==> config.mk <==
export PLATFORM = sky130hd
export DESIGN_NAME = wb_evict_buffer_flat
export DESIGN_NICKNAME = d
export VERILOG_FILES = /design/src/rtl/wb_evict_buffer_pkg.sv /design/src/rtl/wb_evict_buffer_if.sv /design/src/rtl/wb_evict_fifo.sv /design/src/rtl/wb_evict_buffer.sv /design/src/flat_wrapper.sv
export SDC_FILE = /design/constraint.sdc
export NUM_CORES = 1
export LEC_CHECK = 0
export BUFFER_PORTS_ARGS = -buffer_cell sky130_fd_sc_hd__buf_4
export CORE_ASPECT_RATIO = 1.75
export CORE_MARGIN = 5
export CORE_UTILIZATION = 30
export CTS_BUF_LIST = sky130_fd_sc_hd__clkbuf_4
export DETAILED_ROUTE_END_ITERATION = 16
export GPL_ROUTABILITY_DRIVEN = 1
export PLACE_DENSITY_LB_ADDON = 0.05
export SYNTH_ARGS = -nofsm -noshare
export SYNTH_HDL_FRONTEND = slang
export SYNTH_HIERARCHICAL = 1
export SYNTH_SLANG_ARGS = --single-unit
==> constraint.sdc <==
create_clock -name clk_i -period 12.23 [get_ports clk_i]
set_clock_uncertainty 0.15 [all_clocks]
set_input_delay 0 -clock clk_i [delete_from_list [all_inputs] [get_ports clk_i]]
set_output_delay 0 -clock clk_i [all_outputs]
set_load 0.01 [all_outputs]
==> src/rtl/wb_evict_buffer_pkg.sv <==
// Shared types and helpers for the eviction/writeback buffer.
//   evict_entry_t : one buffered line. The addr/data fields are sized by the
//                   ENTRY_* bounds below, and instances use widths up to those bounds.
//   drain_state_e : drain FSM states.
//   beats()/offs(): beats per line and line-offset bit count.
package wb_evict_pkg;

   localparam int unsigned ENTRY_ADDR_W = 64;
   localparam int unsigned ENTRY_LINE_W = 128;

   typedef struct packed {
      logic [ENTRY_ADDR_W-1:0] addr;
      logic [ENTRY_LINE_W-1:0] data;
   } evict_entry_t;

   typedef enum logic [1:0] {
      IDLE = 2'd0,
      AW   = 2'd1,
      W    = 2'd2,
      B    = 2'd3
   } drain_state_e;

   function automatic int unsigned beats(input int unsigned line_w, input int unsigned data_w);
      return line_w / data_w;
   endfunction

   function automatic int unsigned offs(input int unsigned line_w);
      return $clog2(line_w / 8);
   endfunction

endpackage

==> src/rtl/wb_evict_buffer_if.sv <==
// Bus bundle for wb_evict_buffer: cache-side eviction channel, memory-side
// AW/W/B write channels, snoop lookup and the fence empty flag.
// Signal suffixes are from the buffer's point of view.
//   slave  : the buffer itself
//   master : the cache / memory environment around it
interface wb_evict_buffer_if #(
   parameter int unsigned LINE_WIDTH = 128,
   parameter int unsigned DATA_WIDTH = 64,
   parameter int unsigned ADDR_WIDTH = 64
);
   logic                  evict_valid_i;
   logic                  evict_ready_o;
   logic [ADDR_WIDTH-1:0] evict_addr_i;
   logic [LINE_WIDTH-1:0] evict_data_i;
   logic                  aw_valid_o;
   logic                  aw_ready_i;
   logic [ADDR_WIDTH-1:0] aw_addr_o;
   logic [7:0]            aw_len_o;
   logic                  w_valid_o;
   logic                  w_ready_i;
   logic [DATA_WIDTH-1:0] w_data_o;
   logic                  w_last_o;
   logic                  b_valid_i;
   logic                  b_ready_o;
   logic                  b_error_i;
   logic [ADDR_WIDTH-1:0] lookup_addr_i;
   logic                  lookup_hit_o;
   logic                  empty_o;

   modport slave (
      input  evict_valid_i, evict_addr_i, evict_data_i,
      input  aw_ready_i, w_ready_i, b_valid_i, b_error_i, lookup_addr_i,
      output evict_ready_o, aw_valid_o, aw_addr_o, aw_len_o,
      output w_valid_o, w_data_o, w_last_o, b_ready_o, lookup_hit_o, empty_o
   );

   modport master (
      output evict_valid_i, evict_addr_i, evict_data_i,
      output aw_ready_i, w_ready_i, b_valid_i, b_error_i, lookup_addr_i,
      input  evict_ready_o, aw_valid_o, aw_addr_o, aw_len_o,
      input  w_valid_o, w_data_o, w_last_o, b_ready_o, lookup_hit_o, empty_o
   );
endinterface

==> src/rtl/wb_evict_fifo.sv <==
// Line storage for the eviction buffer: circular FIFO of evict_entry_t with
// count and per-slot occupancy for the snoop.
//   push_i/push_entry_i : write a line at the tail (caller guarantees !full_o)
//   pop_i               : release the head (caller guarantees !empty_o)
//   head_entry_o        : line at the head
//   full_o/empty_o      : count == DEPTH / count == 0
//   occ_o/addr_o        : per-slot valid bit and stored address
module wb_evict_fifo
   import wb_evict_pkg::*;
#(
   parameter int unsigned DEPTH = 2
) (
   input  logic                    clk_i,
   input  logic                    rst_i,
   input  logic                    push_i,
   input  evict_entry_t            push_entry_i,
   input  logic                    pop_i,
   output evict_entry_t            head_entry_o,
   output logic                    full_o,
   output logic                    empty_o,
   output logic [DEPTH-1:0]        occ_o,
   output logic [ENTRY_ADDR_W-1:0] addr_o [DEPTH]
);

   localparam int unsigned PTR_W = (DEPTH > 1) ? $clog2(DEPTH) : 1;
   localparam int unsigned CNT_W = $clog2(DEPTH + 1);

   evict_entry_t     mem_q [DEPTH];
   evict_entry_t     mem_d [DEPTH];
   logic [PTR_W-1:0] wr_ptr_q, wr_ptr_d;
   logic [PTR_W-1:0] rd_ptr_q, rd_ptr_d;
   logic [CNT_W-1:0] count_q, count_d;
   logic [DEPTH-1:0] occ_q, occ_d;

   always_comb begin
      mem_d    = mem_q;
      wr_ptr_d = wr_ptr_q;
      rd_ptr_d = rd_ptr_q;
      count_d  = count_q;
      occ_d    = occ_q;
      if (push_i) begin
         mem_d[wr_ptr_q] = push_entry_i;
         occ_d[wr_ptr_q] = 1'b1;
         wr_ptr_d        = wr_ptr_q + PTR_W'(1);
      end
      if (pop_i) begin
         occ_d[rd_ptr_q] = 1'b0;
         rd_ptr_d        = rd_ptr_q + PTR_W'(1);
      end
      case ({push_i, pop_i})
         2'b10:   count_d = count_q + CNT_W'(1);
         2'b01:   count_d = count_q - CNT_W'(1);
         default: count_d = count_q;
      endcase
   end

   always_ff @(posedge clk_i) begin
      if (rst_i) begin
         wr_ptr_q <= '0;
         rd_ptr_q <= '0;
         count_q  <= '0;
         occ_q    <= '0;
      end else begin
         wr_ptr_q <= wr_ptr_d;
         rd_ptr_q <= rd_ptr_d;
         count_q  <= count_d;
         occ_q    <= occ_d;
      end
   end

   // Line storage is qualified by occ_q, so it needs no reset.
   always_ff @(posedge clk_i) begin
      mem_q <= mem_d;
   end

   always_comb begin
      for (int i = 0; i < int'(DEPTH); i++) begin
         addr_o[i] = mem_q[i].addr;
      end
   end

   assign head_entry_o = mem_q[rd_ptr_q];
   assign full_o       = (count_q == CNT_W'(DEPTH));
   assign empty_o      = (count_q == '0);
   assign occ_o        = occ_q;

endmodule

==> src/rtl/wb_evict_buffer.sv <==
// Eviction/writeback buffer behind the write-back data cache. Dirty lines are
// queued in wb_evict_fifo and drained one burst at a time on AW/W/B. A line
// snoop flags refills of lines that are still waiting for writeback.
// Ports: clk_i, rst_i (sync, active high), bus (wb_evict_buffer_if.slave).
// Build option WB_EVICT_ERR_CNT_EN adds err_count_o[15:0] (saturating count
// of error responses) and err_clear_i (zeroes it, wins over an increment).
//
// state | meaning
// IDLE  | nothing in flight; start a burst when a line is queued
// AW    | presenting head line address, waiting for aw_ready_i
// W     | streaming head line beats, waiting for w_ready_i
// B     | waiting for the write response; pop the head on b_valid_i
module wb_evict_buffer
   import wb_evict_pkg::*;
#(
   parameter int unsigned LINE_WIDTH = 128,
   parameter int unsigned DATA_WIDTH = 64,
   parameter int unsigned ADDR_WIDTH = 64,
   parameter int unsigned DEPTH      = 2
) (
   input  logic               clk_i,
   input  logic               rst_i,
`ifdef WB_EVICT_ERR_CNT_EN
   output logic [15:0]        err_count_o,
   input  logic               err_clear_i,
`endif
   wb_evict_buffer_if.slave   bus
);

   localparam int unsigned BEATS  = beats(LINE_WIDTH, DATA_WIDTH);
   localparam int unsigned OFFS   = offs(LINE_WIDTH);
   localparam int unsigned BEAT_W = (BEATS > 1) ? $clog2(BEATS) : 1;

   drain_state_e          state_q, state_d;
   logic [BEAT_W-1:0]     beat_q, beat_d;

   evict_entry_t          push_entry;
   evict_entry_t          head_entry;
   logic                  push, pop;
   logic                  fifo_full, fifo_empty;
   logic [DEPTH-1:0]      occ;
   logic [ENTRY_ADDR_W-1:0] entry_addr [DEPTH];
   logic [ADDR_WIDTH-1:0] lookup_line;
   logic [DATA_WIDTH-1:0] beat_data [BEATS];
   logic                  last_beat;
   logic                  b_hs;
   logic                  unused_bits;

   assign unused_bits = ^{bus.evict_addr_i[OFFS-1:0], bus.lookup_addr_i[OFFS-1:0]
`ifndef WB_EVICT_ERR_CNT_EN
                         , bus.b_error_i
`endif
                         };

   // Ready comes only from the registered count, so a same-cycle pop never
   // opens a slot for a push.
   assign bus.evict_ready_o = !fifo_full;
   assign push              = bus.evict_valid_i && !fifo_full;

   always_comb begin
      push_entry = '0;
      push_entry.addr[ADDR_WIDTH-1:OFFS] = bus.evict_addr_i[ADDR_WIDTH-1:OFFS];
      push_entry.data[LINE_WIDTH-1:0]    = bus.evict_data_i;
   end

   wb_evict_fifo #(.DEPTH(DEPTH)) u_fifo (
      .clk_i        (clk_i),
      .rst_i        (rst_i),
      .push_i       (push),
      .push_entry_i (push_entry),
      .pop_i        (pop),
      .head_entry_o (head_entry),
      .full_o       (fifo_full),
      .empty_o      (fifo_empty),
      .occ_o        (occ),
      .addr_o       (entry_addr)
   );

   // The head stays in the FIFO until its response, so empty covers in-flight lines.
   assign bus.empty_o = fifo_empty;

   for (genvar g = 0; g < int'(BEATS); g++) begin : g_beat
      assign beat_data[g] = head_entry.data[g*DATA_WIDTH +: DATA_WIDTH];
   end

   assign last_beat     = (beat_q == BEAT_W'(BEATS - 1));
   assign bus.aw_addr_o = head_entry.addr[ADDR_WIDTH-1:0];
   assign bus.aw_len_o  = 8'(BEATS - 1);
   assign bus.w_data_o  = beat_data[beat_q];
   assign bus.w_last_o  = last_beat;
   assign b_hs          = (state_q == B) && bus.b_valid_i;

   always_comb begin
      state_d        = state_q;
      beat_d         = beat_q;
      pop            = 1'b0;
      bus.aw_valid_o = 1'b0;
      bus.w_valid_o  = 1'b0;
      bus.b_ready_o  = 1'b0;
      case (state_q)
         IDLE: begin
            if (!fifo_empty) state_d = AW;
         end
         AW: begin
            bus.aw_valid_o = 1'b1;
            if (bus.aw_ready_i) begin
               state_d = W;
               beat_d  = '0;
            end
         end
         W: begin
            bus.w_valid_o = 1'b1;
            if (bus.w_ready_i) begin
               if (last_beat) state_d = B;
               else           beat_d  = beat_q + BEAT_W'(1);
            end
         end
         B: begin
            bus.b_ready_o = 1'b1;
            if (bus.b_valid_i) begin
               pop     = 1'b1;
               state_d = IDLE;
            end
         end
         default: state_d = IDLE;
      endcase
   end

   always_ff @(posedge clk_i) begin
      if (rst_i) begin
         state_q <= IDLE;
         beat_q  <= '0;
      end else begin
         state_q <= state_d;
         beat_q  <= beat_d;
      end
   end

   // Stored addresses already have their offset bits cleared.
   assign lookup_line = {bus.lookup_addr_i[ADDR_WIDTH-1:OFFS], {OFFS{1'b0}}};

   always_comb begin
      bus.lookup_hit_o = 1'b0;
      for (int i = 0; i < int'(DEPTH); i++) begin
         if (occ[i] && (entry_addr[i][ADDR_WIDTH-1:0] == lookup_line)) begin
            bus.lookup_hit_o = 1'b1;
         end
      end
   end

`ifdef WB_EVICT_ERR_CNT_EN
   logic [15:0] err_cnt_q, err_cnt_d;

   always_comb begin
      err_cnt_d = err_cnt_q;
      if (err_clear_i) begin
         err_cnt_d = '0;
      end else if (b_hs && bus.b_error_i && (err_cnt_q != 16'hFFFF)) begin
         err_cnt_d = err_cnt_q + 16'd1;
      end
   end

   always_ff @(posedge clk_i) begin
      if (rst_i) err_cnt_q <= '0;
      else       err_cnt_q <= err_cnt_d;
   end

   assign err_count_o = err_cnt_q;
`else
   logic unused_b_hs;
   assign unused_b_hs = b_hs;
`endif

endmodule

==> src/flat_wrapper.sv <==
// flat-port wrapper written by rule: the top's interface ports become plain ports
module wb_evict_buffer_flat import wb_evict_pkg::*;
#(
   parameter int unsigned LINE_WIDTH = 128,
   parameter int unsigned DATA_WIDTH = 64,
   parameter int unsigned ADDR_WIDTH = 64,
   parameter int unsigned DEPTH      = 2
)
  (clk_i, rst_i, bus_evict_valid_i, bus_evict_addr_i, bus_evict_data_i, bus_aw_ready_i, bus_w_ready_i, bus_b_valid_i, bus_b_error_i, bus_lookup_addr_i, bus_evict_ready_o, bus_aw_valid_o, bus_aw_addr_o, bus_aw_len_o, bus_w_valid_o, bus_w_data_o, bus_w_last_o, bus_b_ready_o, bus_lookup_hit_o, bus_empty_o);
  wb_evict_buffer_if #(.LINE_WIDTH(LINE_WIDTH), .DATA_WIDTH(DATA_WIDTH), .ADDR_WIDTH(ADDR_WIDTH)) bus_i ();
  input  logic clk_i;
  input  logic rst_i;
  input wire logic [$bits(bus_i.evict_valid_i)-1:0] bus_evict_valid_i;
  input wire logic [$bits(bus_i.evict_addr_i)-1:0] bus_evict_addr_i;
  input wire logic [$bits(bus_i.evict_data_i)-1:0] bus_evict_data_i;
  input wire logic [$bits(bus_i.aw_ready_i)-1:0] bus_aw_ready_i;
  input wire logic [$bits(bus_i.w_ready_i)-1:0] bus_w_ready_i;
  input wire logic [$bits(bus_i.b_valid_i)-1:0] bus_b_valid_i;
  input wire logic [$bits(bus_i.b_error_i)-1:0] bus_b_error_i;
  input wire logic [$bits(bus_i.lookup_addr_i)-1:0] bus_lookup_addr_i;
  output wire logic [$bits(bus_i.evict_ready_o)-1:0] bus_evict_ready_o;
  output wire logic [$bits(bus_i.aw_valid_o)-1:0] bus_aw_valid_o;
  output wire logic [$bits(bus_i.aw_addr_o)-1:0] bus_aw_addr_o;
  output wire logic [$bits(bus_i.aw_len_o)-1:0] bus_aw_len_o;
  output wire logic [$bits(bus_i.w_valid_o)-1:0] bus_w_valid_o;
  output wire logic [$bits(bus_i.w_data_o)-1:0] bus_w_data_o;
  output wire logic [$bits(bus_i.w_last_o)-1:0] bus_w_last_o;
  output wire logic [$bits(bus_i.b_ready_o)-1:0] bus_b_ready_o;
  output wire logic [$bits(bus_i.lookup_hit_o)-1:0] bus_lookup_hit_o;
  output wire logic [$bits(bus_i.empty_o)-1:0] bus_empty_o;
  assign bus_i.evict_valid_i = bus_evict_valid_i;
  assign bus_i.evict_addr_i = bus_evict_addr_i;
  assign bus_i.evict_data_i = bus_evict_data_i;
  assign bus_i.aw_ready_i = bus_aw_ready_i;
  assign bus_i.w_ready_i = bus_w_ready_i;
  assign bus_i.b_valid_i = bus_b_valid_i;
  assign bus_i.b_error_i = bus_b_error_i;
  assign bus_i.lookup_addr_i = bus_lookup_addr_i;
  assign bus_evict_ready_o = bus_i.evict_ready_o;
  assign bus_aw_valid_o = bus_i.aw_valid_o;
  assign bus_aw_addr_o = bus_i.aw_addr_o;
  assign bus_aw_len_o = bus_i.aw_len_o;
  assign bus_w_valid_o = bus_i.w_valid_o;
  assign bus_w_data_o = bus_i.w_data_o;
  assign bus_w_last_o = bus_i.w_last_o;
  assign bus_b_ready_o = bus_i.b_ready_o;
  assign bus_lookup_hit_o = bus_i.lookup_hit_o;
  assign bus_empty_o = bus_i.empty_o;
  wb_evict_buffer #(.LINE_WIDTH(LINE_WIDTH), .DATA_WIDTH(DATA_WIDTH), .ADDR_WIDTH(ADDR_WIDTH), .DEPTH(DEPTH)) u_core (.clk_i(clk_i), .rst_i(rst_i), .bus(bus_i));
endmodule
==> metrics.md, run 1 <==
| Metric | Value |
|---|---|
| TritonCTS Sinks | slightly below 400 |
| Crit end category | flop |
| DR vias/cell | between 4 and 5 |
| Part of the cycle the worst path needs | 0.317 |
| Largest net degree at the start of global routing | about 130 |
| Worst vdd ir | between 0.00008 and 0.00009 V |
| Initial Util | 0.301 |
| Post-DP HPWL | ~35000 um |
| Slew of the pin with the lowest slew margin | 1.07 ns |
| Final Critical Period | 3.87 ns |
| Setup crit start kind | flop |
| Antenna viol nets, final | 0 |
| Fin area | between 0.02 and 0.03 mm^2 |
| Fin. max-slew vios | 0 |
| Final setup viols | 0 |
| Max FO, Critical Path | 63 |
| Via Count | about 11k |
| Gr usage total | 0.152 |
| Syn Area/Cell | approximately 17 um^2 |
| Cell area after synthesis | roughly 0.018 mm^2 |
| PostCTS Resize Cnt | 0 |
| CTS tree | built |
| Syn Inst Count | between 1k and 1.5k |
| Arr. time, crit path | between 4 and 5 ns |
| PortBufs | a little under 400 |
| DR iter-0 viols | 315 |
| Post-synth cell types | 48 |
| Total grt overflow | 0 |
| Flops & latches, synth | approximately 390 |
| Row count | ~120 |
| Fmax achieved | 0.258 GHz |
| Setup TNS | 0 ns |
| Post-synth EDFFs | between 300 and 400 |
| Max Cap Viol | 0 |
| Clock Path Buffers | 3 |
| Die width | roughly 200 um |
| GP Congestion | roughly 0.77 |
| CTS clk-pin slew, worst paths | approximately 0.06 ns |
| Post-synthesis sequential area ratio | 0.649 |
| First-pass GRT wire length | between 70000 and 80000 um |
| Pwr dens | approximately 140 mW/mm^2 |
| Worst slack at placement | around 8 ns |
| Vias in the first global route | approximately 13k |
| Worst EP required | ~12 ns |
| Slew headroom | 0.287 |
| DRT Pass-1 Iters | 6 |
| Routed len/inst | about 19 um |
| Fin nets | 2059 |
| Core Area | 0.0599 mm^2 |
| Clock root buffer | clkbuf_4 |
| Status | completed |
| H-tree level count | 3 |
| RSZ-0062 raised after global routing | false |
| Ys Warns | 6 |
| Die H | 334 um |
| Final total power | between 0.003 and 0.004 W |
| Final hold viol count | 0 |
| Main synth FF type | edfxtp_1 |
| Later-pin clock latency in the skew report | just under 0.8 ns |
| Pleak | 9.82 nW |
| Routed Wire Length | just over 50000 um |
| Placed Area | ~0.021 mm^2 |
| Die area | ~0.065 mm^2 |
| HP Class | in2reg |
| DRC violations left | 0 |
| I/O Pins | 406 |
| Share of post-route cells with drive strength above 1 | 0.437 |
| Initial antenna violation count | 9 |
| Worst setup path class | reg2reg |
| Worst setup margin | ~8.4 ns |
| CTS Buf Count | 99 |
| Fraction of registers with async set/reset | 0 |
| Layout area overhead | 43.7% |
-- power by group --
group          switching [W]  internal (W)  total (W)  leakage, nW
registers          0.0000571       0.00164    0.00169         3.67
clock network       0.000539      0.000547    0.00109        0.731
logic               0.000341      0.000432   0.000773         5.42
total               0.000936       0.00262    0.00355         9.82
-- state kept, by name (all words and copies together), names as in the netlist --
register,cells
u_core/u_fifo/addr_o,128
u_core/u_fifo/count_q,2
u_core/u_fifo/rd_ptr_q,1
u_core/bus.w_last_o,1
u_core/u_fifo/occ_o,2
u_core/state_q,2
u_core/u_fifo/wr_ptr_q,1
u_core/u_fifo/mem_q,256
-- worst max-delay path, stage by stage (launching register included) --
cell	delay, ns
dfxtp_1	0.40
and2b_2	0.24
nor2b_1	0.25
nor2b_4	0.64
buf_4	0.90
buf_4	0.84
-- Yosys cell counts, drive strengths merged (2+ instances only) --
| library cell | number | area share |
|---|---|---|
| a21oi | 4 | 0.0011 |
| a22oi | 4 | 0.0017 |
| a22o | 2 | 0.00097 |
| xnor2 | 89 | 0.043 |
| o21ai | 2 | 0.00056 |
| nand2 | 4 | 0.00083 |
| ha | 6 | 0.0042 |
| nand4 | 23 | 0.0080 |
| a2111oi | 2 | 0.0013 |
| a222oi | 2 | 0.0011 |
| nor4 | 8 | 0.0036 |
| edfxtp | 384 | 0.64 |
| o221ai | 3 | 0.0015 |
| mux2 | 256 | 0.18 |
| nor3 | 2 | 0.00056 |
| buf | 165 | 0.071 |
| dfxtp | 9 | 0.010 |
| xor2 | 7 | 0.0034 |
| conb | 2 | 0.00042 |
| and2 | 2 | 0.00069 |
| inv | 29 | 0.0060 |
| nor2 | 10 | 0.0021 |
| o2111ai | 5 | 0.0024 |
| nand2b | 16 | 0.0056 |
| o22ai | 4 | 0.0017 |
| nor2b | 3 | 0.0010 |
-- what timing repair did --
item / in CTS / in global routing
hold buffers: 387 / 0
setup buffers: 0 / 0
endpoints found under the hold margin: 402 / 0
-- worst paths after layout --
| check | from | end | slack (ns) | cells past startpoint |
|---|---|---|---|---|
| worst max-delay path | u_core/u_fifo/count_q[0]$_SDFFE_PP0P_ | u_core/u_fifo/addr_o[79]$_DFFE_PP_ | 8.36 | 5 |
| worst max register to register | u_core/u_fifo/count_q[0]$_SDFFE_PP0P_ | u_core/u_fifo/addr_o[79]$_DFFE_PP_ | 8.36 | 5 |
| worst min-delay path | bus_b_valid_i | u_core/u_fifo/occ_o[0]$_SDFF_PP0_ | 0.20 | 5 |
| worst min register to register | u_core/u_fifo/occ_o[1]$_SDFF_PP0_ | u_core/u_fifo/occ_o[1]$_SDFF_PP0_ | 0.32 | 1 |
-- cell type report --
| type | instances | area (um^2) |
|---|---|---|
| inverters | 29 | 109 |
| clock inverters | 35 | 185 |
| diodes | 8 | 20.0 |
| multi-input cells | 484 | 5000 |
| fillers | 5654 | 33900 |
| clock buffers | 139 | 1040 |
| flip-flops and latches | 393 | 11700 |
| well taps | 786 | 983 |
| repair buffers | 783 | 6860 |
-- routing by layer --
metal / up-vias / global-route usage / share of wire
met3: 82 / 0.0563 / 0.081
met4: 4 / 0.0572 / 0.029
met2: 390 / 0.277 / 0.52
li1: 5359 / - / -
met1: 5464 / 0.158 / 0.37
met5: - / 0 / 0.00053
-- layout by cell type, fill, tap and decap left out, drive strengths merged, types with 3 or more instances in the layout --
master / Yosys / routed
clkinv: 0 / 31
dfxtp: 9 / 9
buf: 165 / 396
nor2b: 3 / 3
nor2: 10 / 10
o221ai: 3 / 3
edfxtp: 384 / 384
o22ai: 4 / 4
nand2b: 16 / 16
conb: 2 / 16
clkbuf: 0 / 139
ha: 6 / 6
inv: 29 / 30
diode: 0 / 8
a21oi: 4 / 4
nor4: 8 / 8
xor2: 7 / 7
mux2: 256 / 256
o2111ai: 5 / 5
xnor2: 89 / 89
nand4: 23 / 23
nand2: 4 / 4
a22oi: 4 / 4
dlygate4sd3: 0 / 387
-- kinds of logic after synthesis --
| group | Yosys count | synth area share |
|---|---|---|
| AOI/OAI and AO/OA | 33 | 0.0147 |
| buffers and inverters | 194 | 0.0768 |
| adders and majority gates | 6 | 0.00416 |
| xor gates and xnor gates | 96 | 0.0466 |
| muxes | 257 | 0.182 |
| and+or+nand+nor | 76 | 0.0259 |
| other | 2 | 0.000416 |
| DFF | 393 | 0.649 |
-- metrics by stage --
stage                util  hold slack, ns  std cells
finish              0.433           0.200       2657
global route        0.433           0.142       2655
CTS                 0.433          0.0837       2649
detailed placement  0.347          0.0375       2088
global placement    0.347          0.0352       2088
floorplan               -         -0.0809       1071
Note: power is estimated with default switching activity, not from simulation.
==> run 2, diff against run 1 <==
- clock period: 12.23 -> 3.39 ns (I/O delays scaled with it)
==> run 2 against run 1 <==
Net effect: final cell count rose by 0.38%; die area did not move; sequential power rose to 3.6 times the previous value; design area rose by 1.0%; largest power group unchanged.
==> metrics.md, run 2 (same netlist as run 1, synthesis figures left out) <==
| Metric | Value |
|---|---|
| Status | completed |
| Commonest non-fill, non-tap cell in the layout | buf_4 |
| Via Count | 11.3k (+0.25%) |
| HP Class | in2reg |
| CTS clk-pin slew, worst paths | 0.07 ns (about the same) |
| Met1 usage | 0.159 (+0.00119) |
| Placed Area | 0.0210 mm^2 (+0.93%) |
| DRC violations left | 0 (unchanged) |
| GP Congestion | 0.771 (+0.40%) |
| Crit-path max cell delay | 0.52 ns (-0.38 ns) |
| Hold Slack | 0.300 ns (+0.100 ns) |
| Die H | 334 um (unchanged) |
| Fin area | 0.0262 mm^2 (+1.0%) |
| Vias in the first global route | 12.6k (+0.61%) |
| Cell total after placement | 2096 (+0.38%) |
| Fin nets | 2069 (+0.49%) |
| Initial Util | 0.301 (unchanged) |
| Final hold viol count | 0 (unchanged) |
| Gr usage total | 0.153 (+0.00143) |
| WP buf/inv | 1 (-1) |
| DR iter-0 viols | 315 (unchanged) |
| TritonCTS Sinks | 393 (unchanged) |
| Slew of the pin with the lowest slew margin | 0.777 ns (-0.293 ns) |
| Worst setup path class | reg2out |
| Most flops, register | u_core/u_fifo/mem_q |
| Layout area overhead | 45.2% |
| Most frequent cells in the layout | buf_4 (393), dlygate4sd3_1 (388), edfxtp_1 (384) |
| CP top delay family | simple AND/OR/NAND/NOR gates |
| I/O Pins | 406 (unchanged) |
| Clock root buffer | clkbuf_4 |
| Pleak | 9.93 nW (+1.2%) |
| CTS Buf Count | 100 (+1.0%) |
| Share of post-route cells with drive strength above 1 | 0.439 (+0.00254) |
| Post-DP HPWL | 35800 um (+2.1%) |
| Core Area | 0.0599 mm^2 (unchanged) |
| Slowest-stage cell, CP | a2111oi_2 |
| Worst EP required | 3.24 ns (-9.25 ns) |
| Final Critical Period | about 2.9 ns |
| Later-pin clock latency in the skew report | 0.82 ns (+0.05 ns) |
| CTS tree | built |
| Fmax achieved | approximately 0.35 GHz |
| Routed len/inst | 19.3 um (+0.33%) |
| DRT Pass-1 Iters | 4 (-2) |
| Die area | 0.0653 mm^2 (unchanged) |
| Slew headroom | 0.482 (+0.195) |
| Crit end category | primary output |
| DR vias/cell | 4.25 (-0.13%) |
| Routed Wire Length | 51600 um (+0.71%) |
| Die width | 195 um (unchanged) |
| Max Cap Viol | 0 (unchanged) |
| Arr. time, crit path | 2.74 ns (-1.40 ns) |
| Number of flip-flops under the largest register name | 256 (unchanged) |
| Initial antenna violation count | 8 (-1) |
| RSZ-0062 raised after global routing | false |
| Met3 usage | 0.0579 (+0.00151) |
| Antenna viol nets, final | 0 (unchanged) |
| Met2 usage | 0.281 (+0.00428) |
| Part of the cycle the worst path needs | 0.853 |
| Row count | 119 (unchanged) |
| Fin. max-slew vios | 0 (unchanged) |
| Max FO, Critical Path | 2 (-97%) |
| Pwr dens | 500 mW/mm^2 (+260%) |
| Clock Path Buffers | 3 (unchanged) |
| Setup crit start kind | flop |
| Final Non-Filler Cells | 2667 (+0.38%) |
| Worst vdd ir | 0.000343 V (+290%) |
| Largest net degree at the start of global routing | 85 (-34%) |
| Critical Path, Cell by Cell | or3b_1, a2111oi_2, and3_1, nand4_1, o22ai_2, buf_4 |
| Final setup viols | 0 (unchanged) |
| PortBufs | 388 (unchanged) |
| Total grt overflow | 0 (unchanged) |
| First-pass GRT wire length | 75500 um (+0.75%) |
| Gr busiest metal | met2 |
| H-tree level count | 3 (unchanged) |
-- run 2: worst reg2reg max path, delay by kind of cell, from the launching register on --
kind	cells	cell delay [ns]
simple gates	2	0.58
buf+inv	1	0.55
compound gates	1	0.13
flops	1	0.41
fa+ha+maj	2	0.51
-- run 2: layer usage --
layer	up-vias	part of all wire
met5	-	0.00025
met4	2	0.023
met3	90	0.082
met2	391	0.53
met1	5472	0.37
li1	5372	-
-- run 2: final timing paths --
check / from / endpoint / slack [ns] / depth (start not counted)
max reg2reg: u_core/state_q[0]$_SDFFE_PP0P_ / u_core/u_fifo/count_q[1]$_SDFFE_PP0P_ / 1.00 / 6
max: u_core/u_fifo/addr_o[67]$_DFFE_PP_ / bus_lookup_hit_o / 0.50 / 6
min reg2reg: u_core/u_fifo/occ_o[1]$_SDFF_PP0_ / u_core/u_fifo/occ_o[1]$_SDFF_PP0_ / 0.31 / 1
min: bus_evict_data_i[91] / u_core/u_fifo/mem_q[91]$_DFFE_PP_ / 0.30 / 3
-- run 2: where the power goes --
group | internal [W] | switching (W) | leakage [nW] | total (W)
Clock | 0.00214 | 0.00198 | 0.761 | 0.00413
Combinational | 0.00160 | 0.00125 | 5.50 | 0.00286
Sequential | 0.00590 | 0.000203 | 3.67 | 0.00610
Total | 0.00965 | 0.00344 | 9.93 | 0.0131
-- run 2: final cells by class --
cell class / instances / area (um^2)
Fill cell: 5661 / 33700
Sequential cell: 393 / 11700
Timing Repair Buffer: 792 / 7050
Multi-Input combinational cell: 484 / 5010
Clock buffer: 141 / 1060
Tap cell: 786 / 983
Clock inverter: 36 / 230
Inverter: 29 / 109
Antenna cell: 6 / 15.0
-- run 2: metrics by stage --
step / worst slack [ns] / power [W] / TNS (ns) / utilization
5_1_grt: 0.233 / 0.0139 / 0 / 0.437
3_5_place_dp: 1.11 / 0.00877 / 0 / 0.351
3_3_place_gp: 1.15 / 0.00875 / 0 / 0.351
6_report: 0.500 / 0.0131 / 0 / 0.437
4_1_cts: 0.292 / 0.0134 / 0 / 0.437
2_1_floorplan: -0.833 / 0.00772 / -220.12 / -
-- run 2: repair_timing --
action	4_1_cts	5_1_grt
setup buffers	0	0
resized for setup	0	0
hold buffers	388	0
hold endpoints to repair	682	0
==> run 3, diff against run 2 <==
- SYNTH_HIERARCHICAL: 1 -> default
==> run 3 against run 2 <==
Net effect: synthesized cell count down 25%; die area down 13%; area after synthesis down 14%; worst setup slack worse by 0.12 ns; flip-flop and latch count down 8; global-route usage up 1.5 points; sequential power down 3%; register-to-register slack better by 0.17 ns; final cell count down 10%; design area down 6.8%; count of clock-buffer cells in the layout down 1; clock power down 11%; critical path type unchanged; critical endpoint unchanged.
==> metrics.md, run 3 <==
| Metric | Value |
|---|---|
| Share of post-route cells with drive strength above 1 | 0.393 (-0.0466) |
| Die area | 0.0565 mm^2 (-13%) |
| Max Cap Viol | 0 (unchanged) |
| Pleak | 9.07 nW (-8.7%) |
| DR iter-0 viols | 391 (+24%) |
| PostCTS Resize Cnt | 0 (unchanged) |
| Worst EP required | 3.24 ns (about the same) |
| Antenna viol nets, final | 0 (unchanged) |
| Worst setup path class | reg2out |
| Most frequent cell after synthesis | edfxtp_1 |
| Worst slack at placement | 1.07 ns (-0.0418 ns) |
| Number of flip-flops under the largest register name | 256 (unchanged) |
| CTS Buf Count | 94 (-6.0%) |
| Max FO, Critical Path | 2 (unchanged) |
| Post-synth top area share | 0.728 (+0.0884) |
| DR vias/cell | 4.41 (+3.9%) |
| Initial antenna violation count | 6 (-2) |
| Setup crit start kind | flop |
| Commonest non-fill, non-tap cell in the layout | buf_4 |
| Synth top area cells | edfxtp_1 (73%), mux4_2 (9.3%), mux2_2 (3.8%), xnor2_1 (3.2%), xor2_1 (1.9%) |
| Clock root buffer | clkbuf_4 |
| Clock share of power | 0.308 (-0.007) |
| HP Class | in2reg |
| Row count | 110 (-7.6%) |
| Fin. max-slew vios | 0 (unchanged) |
| Main synth FF type | edfxtp_1 |
| Post-synth cell types | 43 (-10%) |
| Ys Warns | 0 (-6) |
| Worst setup margin | 0.377 ns (-0.123 ns) |
| Gr usage total | 0.168 (+0.0146) |
| Vias in the first global route | 12.0k (-4.9%) |
| DRC violations left | 0 (unchanged) |
| RSZ-0062 raised after global routing | false |
| First-pass GRT wire length | 71600 um (-5.2%) |
| Slew headroom | 0.407 (-0.0753) |
| TritonCTS Sinks | 385 (-2.0%) |
| Final setup viols | 0 (unchanged) |
| Total grt overflow | 0 (unchanged) |
| Part of the cycle the worst path needs | 0.889 (+0.0362) |
| Initial Util | 0.302 (+0.000909) |
| Syn Area/Cell | 19.5 um^2 (+14%) |
| Final core occ | 0.475 (+0.0380) |
| Routed len/inst | 20.1 um (+4.0%) |
| Final Non-Filler Cells | 2395 (-10%) |
| Most frequent cells in the layout | buf_4 (389), dlygate4sd3_1 (388), edfxtp_1 (376) |
| Die H | 311 um (-7.0%) |
| Cell taking the most area after synthesis | edfxtp_1 |
| Cell total after placement | 1843 (-12%) |
| Most flops, register | u_core.u_fifo.mem_q |
| I/O Pins | 406 (unchanged) |
| Combinational group share of total power | 0.194 (-0.024) |
| Largest net degree at the start of global routing | 54 (-36%) |
| Syn Inst Count | 796 (-25%) |
| Routed Wire Length | 48200 um (-6.6%) |
| Fin nets | 1923 (-7.1%) |
| Fraction of registers with async set/reset | 0 (unchanged) |
| Final hold viol count | 0 (unchanged) |
| Post-DP HPWL | 34100 um (-4.8%) |
| Sw Share | 0.254 (-0.00836) |
| Layout area overhead | 57.3% |
| Via Count | 10.6k (-6.7%) |
| Later-pin clock latency in the skew report | 0.75 ns (-0.07 ns) |
| Cell area after synthesis | 0.0155 mm^2 (-14%) |
| Status | completed |
| Slew of the pin with the lowest slew margin | 0.867 ns (+0.0905 ns) |
| Fmax achieved | 0.332 GHz (-4.1%) |
| Core Area | 0.0513 mm^2 (-14%) |
| Commonest cells in the netlist | edfxtp_1 (376), mux4_2 (64), xnor2_1 (56) |
| Arr. time, crit path | 2.86 ns (+0.12 ns) |
| Post-synth EDFFs | 376 (-2.1%) |
| Crit end category | primary output |
| PortBufs | 384 (-1.0%) |
| GP Congestion | 0.841 (+9.1%) |
| Flops & latches, synth | 385 (-2.0%) |
| Switching power | 0.00303 W (-12%) |
| Internal | 0.00887 W (-8.1%) |
| Post-synthesis sequential area ratio | 0.739 (+0.0900) |
| DRT Pass-1 Iters | 6 (+2) |
| Worst vdd ir | 0.000262 V (-24%) |
| CTS tree | built |
| Layout fillers | 4597 (-19%) |
| H-tree level count | 3 (unchanged) |
| Pwr dens | 487 mW/mm^2 (-2.5%) |
| Final Critical Period | 3.01 ns (+0.123 ns) |
| Clock Path Buffers | 3 (unchanged) |
| Die width | 182 um (-6.9%) |
| Seq pwr share | 0.498 (+0.032) |
| CTS clk-pin slew, worst paths | 0.06 ns (about the same) |
-- run 3: changes by cell type in the layout (fill, tap and decap cells not counted), sizes merged, moves of 5 or more --
cell / delta
inv: +5
o21ai: +8
mux2: -203
edfxtp: -8
nand2: +7
mux4: +64
clkinv: -16
xor2: +26
nand4: -6
xnor2: -33
-- run 3: path summary, 6_finish.rpt --
kind,startpoint,end,slack (ns),cells after the start
min,bus_b_valid_i,u_core.state_q[0]$_SDFFE_PP0P_,0.15,5
max reg2reg,u_core.state_q[1]$_SDFFE_PP0P_,u_core.state_q[1]$_SDFFE_PP0P_,1.17,8
max,u_core.u_fifo.addr_o[125]$_DFFE_PP_,bus_lookup_hit_o,0.38,6
min reg2reg,u_core.u_fifo.occ_o[1]$_SDFF_PP0_,u_core.u_fifo.occ_o[1]$_SDFF_PP0_,0.32,1
-- run 3: cells by family (layout without fill, tap and decap cells) --
| family | Yosys count | after routing | share of synthesized area |
|---|---|---|---|
| DFF | 385 | 385 | 0.739 |
| muxes | 118 | 118 | 0.132 |
| xor gates and xnor gates | 89 | 89 | 0.0502 |
| and+or+nand+nor | 85 | 85 | 0.0312 |
| buffers and inverters | 67 | 979 | 0.0201 |
| AOI/OAI and AO/OA | 45 | 45 | 0.0226 |
| adders and majority gates | 5 | 5 | 0.00403 |
| other | 2 | 17 | 0.000484 |
-- run 3: area by class of cell --
| class | instances | area (um^2) | area share |
|---|---|---|---|
| multi-input cells | 354 | 3800 | 0.156 |
| diodes | 5 | 12.5 | 0.000513 |
| inverters | 32 | 120 | 0.00492 |
| flip-flops and latches | 385 | 11500 | 0.470 |
| clock inverters | 19 | 78.8 | 0.00323 |
| clock buffers | 140 | 1050 | 0.0431 |
| repair buffers | 788 | 7020 | 0.288 |
| well taps | 672 | 841 | 0.0345 |
-- run 3: through the flow --
| stage | instance area [um^2] | hold slack, ns | total power, W | TNS [ns] |
|---|---|---|---|---|
| floorplan | 15600 | -0.0511 | 0.00693 | -109.50 |
| global placement | 19400 | 0.0354 | 0.00801 | 0 |
| detailed placement | 19400 | 0.0374 | 0.00802 | 0 |
| CTS | 24400 | 0.0101 | 0.0122 | 0 |
| global route | 24400 | 0.106 | 0.0126 | 0 |
| finish | 24400 | 0.150 | 0.0119 | 0 |
-- run 3: layer usage --
metal | vias up | wire [um] | part of all wire | GRT usage
li1 | 4934 | - | - | -
met1 | 5125 | 15800 | 0.33 | 0.164
met2 | 401 | 26300 | 0.55 | 0.316
met3 | 107 | 4010 | 0.083 | 0.0550
met4 | 4 | 1960 | 0.041 | 0.0743
met5 | - | 27 | 0.00056 | 0
-- run 3: power groups by stage --
stage / combinational, W / sequential (W) / clock (W)
final: 0.00231 / 0.00592 / 0.00366
after global routing: 0.00250 / 0.00596 / 0.00412
after CTS: 0.00238 / 0.00593 / 0.00386
after detailed placement: 0.00199 / 0.00603 / 0
after global placement: 0.00199 / 0.00602 / 0
after floorplan: 0.000933 / 0.00599 / 0
-- run 3: timing repair --
item                      in CTS  in global routing
hold buffers                 388                  0
buffers inserted               0                  0
hold endpoints to repair     729                  0
-- run 3: worst max-delay path, stage by stage, from the launching register on --
cell and delay [ns]:
edfxtp_1 0.41, xnor2_1 0.21, o2111ai_1 0.14, a2111oi_0 0.79, nand4_1 0.20, o22ai_2 0.20
buf_4 0.15
